==> src/rtl/fetch_ctrl.sv <==
// Instruction-fetch controller: drives the next PC, issues in-order fetches to a
// variable-latency memory and buffers PC-tagged instructions for decode.
module fetch_ctrl #(
  parameter int DEPTH = 4
) (
  input  logic        clk,
  input  logic        rst,
  input  logic [31:0] pc_cur,
  output logic [31:0] pc_next,
  input  logic        redirect_valid,
  input  logic [31:0] redirect_pc,
  output logic        imem_req_valid,
  input  logic        imem_req_ready,
  output logic [31:0] imem_req_addr,
  input  logic        imem_resp_valid,
  input  logic [31:0] imem_resp_data,
  output logic        instr_valid,
  input  logic        instr_ready,
  output logic [31:0] instr_data,
  output logic [31:0] instr_pc,
  output logic        misalign_err
);

  localparam int PW = (DEPTH > 1) ? $clog2(DEPTH) : 1;
  localparam int CW = $clog2(DEPTH) + 1;
  localparam logic [CW:0] DEPTH_W = (CW+1)'(DEPTH);

  typedef enum logic [1:0] {
    RESET_WAIT,
    FETCH,
    HALT
  } state_t;

  state_t        state, state_nxt;
  logic          misalign_nxt;

  logic [31:0]   slot_pc   [DEPTH];
  logic [31:0]   slot_data [DEPTH];

  logic [PW-1:0] head, tail, fill_ptr;
  logic [PW-1:0] head_nxt, tail_nxt, fill_ptr_nxt;
  // unfill_cnt counts allocated slots still waiting for their response
  logic [CW-1:0] alloc_cnt, unfill_cnt, drop_cnt;
  logic [CW-1:0] alloc_nxt, unfill_nxt, drop_nxt, unfill_after;

  logic [CW:0]   inflight;
  logic          req_fire, resp_fill, resp_drop, pop, head_filled;

  assign inflight       = {1'b0, alloc_cnt} + {1'b0, drop_cnt};
  assign imem_req_valid = !rst && (state == FETCH) && !redirect_valid && (inflight < DEPTH_W);
  assign imem_req_addr  = pc_cur;
  assign req_fire       = imem_req_valid & imem_req_ready;

  assign resp_drop      = imem_resp_valid & (drop_cnt != '0);
  assign resp_fill      = imem_resp_valid & (drop_cnt == '0);

  assign head_filled    = alloc_cnt > unfill_cnt;
  assign instr_valid    = !rst && head_filled && !redirect_valid;
  assign pop            = instr_valid & instr_ready;
  assign instr_data     = slot_data[head];
  assign instr_pc       = slot_pc[head];

  always_comb begin
    pc_next = pc_cur;
    if (rst)                 pc_next = pc_cur;
    else if (redirect_valid) pc_next = redirect_pc;
    else if (req_fire)       pc_next = pc_cur + 32'd4;
  end

  always_comb begin
    state_nxt    = state;
    misalign_nxt = misalign_err;
    case (state)
      RESET_WAIT: state_nxt = FETCH;
      FETCH: begin
        if (redirect_valid && (redirect_pc[1:0] != 2'b00)) begin
          state_nxt    = HALT;
          misalign_nxt = 1'b1;
        end
      end
      HALT: begin
        if (redirect_valid && (redirect_pc[1:0] == 2'b00)) begin
          state_nxt    = FETCH;
          misalign_nxt = 1'b0;
        end
      end
      default: state_nxt = RESET_WAIT;
    endcase
  end

  // The response is applied before the flush, so its slot never becomes a drop credit
  always_comb begin
    unfill_after = unfill_cnt - CW'(resp_fill);
    head_nxt     = head;
    tail_nxt     = tail;
    fill_ptr_nxt = fill_ptr;
    alloc_nxt    = alloc_cnt;
    unfill_nxt   = unfill_cnt;
    drop_nxt     = drop_cnt - CW'(resp_drop);
    if (redirect_valid) begin
      head_nxt     = '0;
      tail_nxt     = '0;
      fill_ptr_nxt = '0;
      alloc_nxt    = '0;
      unfill_nxt   = '0;
      drop_nxt     = drop_cnt - CW'(resp_drop) + unfill_after;
    end else begin
      head_nxt     = head + PW'(pop);
      tail_nxt     = tail + PW'(req_fire);
      fill_ptr_nxt = fill_ptr + PW'(resp_fill);
      alloc_nxt    = alloc_cnt + CW'(req_fire) - CW'(pop);
      unfill_nxt   = unfill_after + CW'(req_fire);
    end
  end

  // Registered control state
  always_ff @(posedge clk) begin
    if (rst) begin
      state        <= RESET_WAIT;
      misalign_err <= 1'b0;
      head         <= '0;
      tail         <= '0;
      fill_ptr     <= '0;
      alloc_cnt    <= '0;
      unfill_cnt   <= '0;
      drop_cnt     <= '0;
    end else begin
      state        <= state_nxt;
      misalign_err <= misalign_nxt;
      head         <= head_nxt;
      tail         <= tail_nxt;
      fill_ptr     <= fill_ptr_nxt;
      alloc_cnt    <= alloc_nxt;
      unfill_cnt   <= unfill_nxt;
      drop_cnt     <= drop_nxt;
    end
  end

  // Slot payload; validity lives entirely in the counters above
  always_ff @(posedge clk) begin
    if (req_fire)  slot_pc[tail]       <= pc_cur;
    if (resp_fill) slot_data[fill_ptr] <= imem_resp_data;
  end

endmodule

==> config.mk <==
export PLATFORM = sky130hd
export DESIGN_NAME = fetch_ctrl
export DESIGN_NICKNAME = d
export VERILOG_FILES = /design/src/rtl/fetch_ctrl.sv
export SDC_FILE = /design/constraint.sdc
export NUM_CORES = 1
export LEC_CHECK = 0
export BUFFER_PORTS_ARGS = -buffer_cell sky130_fd_sc_hd__buf_2
export CORE_MARGIN = 4
export CORE_UTILIZATION = 52
export CTS_BUF_LIST = sky130_fd_sc_hd__clkbuf_4
export CTS_CLUSTER_SIZE = 28
export DETAILED_ROUTE_END_ITERATION = 16
export HOLD_SLACK_MARGIN = 0.15
export PLACE_DENSITY = 0.87
export SLEW_MARGIN = 0
export SYNTH_ARGS = -nofsm -noshare
export SYNTH_HDL_FRONTEND = slang
export SYNTH_SLANG_ARGS = --single-unit
export TNS_END_PERCENT = 5
==> constraint.sdc <==
create_clock -name clk -period 4.5 [get_ports clk]
set_input_delay 0.675 -clock clk [delete_from_list [all_inputs] [get_ports clk]]
set_output_delay 0.675 -clock clk [all_outputs]
set_load 0.005 [all_outputs]
==> metrics.log <==
INFO  metric synth-edff-count = 256
INFO  metric report.final.hold_viol_count = 0
INFO  metric dr.first_iter.drc_count = 700
INFO  metric clk_latency = 0.69 ns
INFO  metric ys_seq_elements = 274
INFO  metric crit_path_frequent_cell = sky130_fd_sc_hd__nand2_1
INFO  metric cts_max_level = 3
INFO  metric worst_ep_arrival_time = 3.30 ns
INFO  metric initial_core_util = 0.5318
INFO  metric cts_made_buffers = 69
INFO  metric routed_wirelength = 27,470 microns
INFO  metric total_die_area = 24,920 sq um
INFO  metric drc = 0
INFO  metric final.setup.tns = 0 ns
INFO  metric drtPass1Iterations = 6
INFO  metric ys_top_cells_by_count = sky130_fd_sc_hd__edfxtp_1, sky130_fd_sc_hd__mux4_2, sky130_fd_sc_hd__nor2_1
INFO  metric layout-area-overhead-vs-synth = 19.56%
INFO  metric critical_path.startpoint = alloc_cnt[2]$_SDFF_PP0_
INFO  metric r2r_setup_slack = 1.24 ns
INFO  metric port_buffers = 232
INFO  metric regToRegStartpoint = alloc_cnt[2]$_SDFF_PP0_
INFO  metric timing_max_transition_violations_final = 0
INFO  metric synth.net_count = 804
INFO  metric setup.worst_path.start_class = register
INFO  metric timing.critical_path.max_delay_family = simple AND/OR/NAND/NOR gates
INFO  metric cellPowerDensity = 430.7 nW/um^2
INFO  metric ys_async_sr_fraction = 0
INFO  metric clockBufferDepth = 3
INFO  metric grt_max_degree = 67
INFO  metric rsz0062_at_grt = no
INFO  metric number_of_sinks_handled_by_clock_tree_synthesis = 274
INFO  metric worst_slew_margin_rel = 0.3229
INFO  metric layout_setup_ws = 0.5229 ns
INFO  metric cell_total_after_placement = 1,145
INFO  metric postSynthCellCount = 679
INFO  metric crit_path_cell_trace = ha_1 -> or4b_4 -> nor2_1 -> nand2_1 -> inv_1 -> nand2_1 -> o22ai_1 -> o2bb2a_1 -> buf_2
INFO  metric cts-resized-gates = 0
INFO  metric nNetsFinal = 1,061
INFO  metric synth_area_leader_cell = sky130_fd_sc_hd__edfxtp_1
INFO  metric routedWlPerCell = 21.56 microns
INFO  metric synth.yosys.seq_area_share = 0.6892
INFO  metric max_slew.worst_pin.slew = 1.013 ns
INFO  metric last_element_of_the_critical_path = pc_next[9]
INFO  metric critical_path_class = register to primary output
INFO  metric place_hpwl = 17,810 microns
INFO  metric p_leak = 5.083 nW
INFO  metric core-area = 21,960 sq um
INFO  metric drt.antenna.violating_nets = 0
INFO  metric die_h = 157.9 microns
INFO  metric post_synth_num_cell_types = 55
INFO  metric cts_hold_buf = 0
INFO  metric clock_skew = 0.08047 ns
INFO  metric remaining_overflow_grt = 0
INFO  metric drv_cap = 0
INFO  metric final-instance-count-excl-fill = 1,274
INFO  metric mapped_area = 11,680 sq um
INFO  metric globalplace.congestion = 0.9553
INFO  metric grtUsageTotal = 0.2230
INFO  metric cts_setup_buffers = 0
INFO  metric first_pass_grt_wire_length = 42,250 microns
INFO  metric routed_via_density = 5.906
INFO  metric hold_path.class = primary input to register
INFO  metric die_width = 157.9 microns
INFO  metric worst_ep_required_time = 3.83 ns
INFO  metric via_count_of_the_first_global_routing_pass = 7,722
INFO  metric cts.clk_slew.worst_paths = 0.07 ns
INFO  metric average_footprint_of_a_synthesized_cell = 17.20 sq um
INFO  metric worst_ir_drop_vdd = 0.2210 mV
INFO  metric period_needed = 3.977 ns
INFO  metric slowest_stage_cell_on_the_critical_path = sky130_fd_sc_hd__or4b_4
INFO  metric crit-reg2reg-capture = slot_pc[3][0]$_DFFE_PP_
INFO  metric synth.area.top_cells = sky130_fd_sc_hd__edfxtp_1, sky130_fd_sc_hd__mux4_2, sky130_fd_sc_hd__dfxtp_1
INFO  metric timing.reg2reg.worst_path_depth = 6
INFO  metric achievable-frequency = 251.4 MHz
INFO  metric critical_path.endpoint_type = primary output
INFO  metric synth_ff_type = sky130_fd_sc_hd__edfxtp_1
INFO  metric period_share = 0.8838
INFO  metric post-place-ws = 1.060 ns
INFO  metric core.rowCount = 54
INFO  metric post-synth-top-count-cell = sky130_fd_sc_hd__edfxtp_1
INFO  metric num_io_pins = 233
INFO  metric antenna_found_initial = 1
INFO  metric run_status = finished clean
INFO  metric path_max_fanout = 14
INFO  metric max_stage_delay = 0.56 ns
INFO  metric ys_warn_count = 0
INFO  metric drive_gt1_frac = 0.4421
INFO  metric setup_viol = 0
INFO  metric buffer_and_inverter_count_on_the_worst_path = 2
INFO  metric crit_cells = 9
INFO  metric routed-via-count = 7,524
INFO  metric clk_root_buffer_cell = sky130_fd_sc_hd__clkbuf_4
INFO  metric cts_tree = done
INFO  metric yosysTopAreaCellShare = 0.6583
-- state kept, by name, indices dropped and copies added, names as in the netlist, 3 cells and up --
name,cells
unfill_cnt,3
alloc_cnt,3
drop_cnt,3
slot_data,128
slot_pc,128
-- stage by stage --
stage | cell area (sq um) | util | hold WS [ns] | power (mW)
finish | 13960 | 0.6358 | 0.2467 | 6.013
global placement | 12990 | 0.5917 | 0.4744 | 3.823
global route | 13960 | 0.6358 | 0.1678 | 6.352
detailed placement | 12990 | 0.5917 | 0.5069 | 3.852
CTS | 13960 | 0.6357 | 0.1658 | 6.089
floorplan | 11680 | - | 0.4700 | 3.526
-- cell type report --
class / instances / area [sq um]
Antenna cell: 1 / 2.502
Sequential cell: 274 / 8055
Tap cell: 280 / 350.3
Multi-Input combinational cell: 324 / 3229
Fill cell: 1521 / 7996
Clock buffer: 103 / 773.2
Timing Repair Buffer: 246 / 1279
Inverter: 21 / 78.83
Clock inverter: 25 / 193.9
-- worst reg2reg max path, stage by stage (launching register included) --
cell and delay [ns]:
sky130_fd_sc_hd__dfxtp_1 0.34, sky130_fd_sc_hd__ha_1 0.29, sky130_fd_sc_hd__or4b_4 0.56, sky130_fd_sc_hd__nor2_1 0.24, sky130_fd_sc_hd__nand2_1 0.18, sky130_fd_sc_hd__inv_1 0.39, sky130_fd_sc_hd__and3_2 0.86
-- report_power, final --
part           internal (mW)  switching [mW]  total [mW]
registers               2.93          0.0562        2.99
clock network           1.23           0.979        2.21
logic                  0.353           0.458       0.811
total                   4.52            1.49        6.01
-- layout by cell type (no fill, tap or decap), types with 3 or more instances in the layout --
cell type                   netlist  final
sky130_fd_sc_hd__nand2_1         26     26
sky130_fd_sc_hd__o21ai_0         12     12
sky130_fd_sc_hd__o311ai_0         3      3
sky130_fd_sc_hd__a22oi_1          5      5
sky130_fd_sc_hd__ha_1            21     21
sky130_fd_sc_hd__edfxtp_1       256    256
sky130_fd_sc_hd__a211oi_1         6      6
sky130_fd_sc_hd__or3_1            5      5
sky130_fd_sc_hd__clkbuf_4         0    103
sky130_fd_sc_hd__a21oi_1         14     14
sky130_fd_sc_hd__nand3_1         20     20
sky130_fd_sc_hd__nand4_1         13     13
sky130_fd_sc_hd__mux4_2          64     64
sky130_fd_sc_hd__xor2_1           8      8
sky130_fd_sc_hd__and2_1           6      6
sky130_fd_sc_hd__nor3_1          10      8
sky130_fd_sc_hd__nor3_2           2      4
sky130_fd_sc_hd__o22ai_1         14     14
sky130_fd_sc_hd__xnor2_1          6      6
sky130_fd_sc_hd__o211ai_1         3      3
sky130_fd_sc_hd__inv_1           20     20
sky130_fd_sc_hd__nor2_1          36     34
sky130_fd_sc_hd__a31oi_1          5      5
sky130_fd_sc_hd__buf_4           33     13
sky130_fd_sc_hd__dfxtp_1         18     16
sky130_fd_sc_hd__clkinv_4         0      3
sky130_fd_sc_hd__buf_2            1    232
sky130_fd_sc_hd__and3_1           9      8
sky130_fd_sc_hd__clkinv_1         1     17
sky130_fd_sc_hd__bufinv_16        0      3
sky130_fd_sc_hd__o2bb2a_1         6      6
-- how the worst min path moves through the flow --
stage	startpoint	end	slack (ns)	cells after the start
floorplan	misalign_err$_SDFFE_PP0P_	misalign_err$_SDFFE_PP0P_	0.47	2
global placement	misalign_err$_SDFFE_PP0P_	misalign_err$_SDFFE_PP0P_	0.47	2
detailed placement	misalign_err$_SDFFE_PP0P_	misalign_err$_SDFFE_PP0P_	0.51	2
CTS	imem_resp_data[18]	slot_data[3][18]$_DFFE_PP_	0.17	1
global route	imem_resp_data[7]	slot_data[0][7]$_DFFE_PP_	0.17	1
finish	imem_resp_data[21]	slot_data[3][21]$_DFFE_PP_	0.25	1
-- layer usage --
| layer | GRT usage | routed length (microns) | up-vias |
|---|---|---|---|
| li1 | - | - | 3276 |
| met2 | 0.3699 | 13950 | 496 |
| met1 | 0.2787 | 9962 | 3673 |
| met5 | 0 | 0 | - |
| met3 | 0.05905 | 2673 | 79 |
| met4 | 0.09750 | 884 | 0 |
-- kinds of logic after synthesis --
logic type | Yosys count | share of synthesized area
compound gates | 80 | 0.04693
xor+xnor | 14 | 0.01050
fa+ha+maj | 23 | 0.02593
buf+inv | 81 | 0.03739
flops | 274 | 0.6892
mux | 66 | 0.1253
simple gates | 141 | 0.06482
No activity file was read; power rests on OpenSTA's default activity.
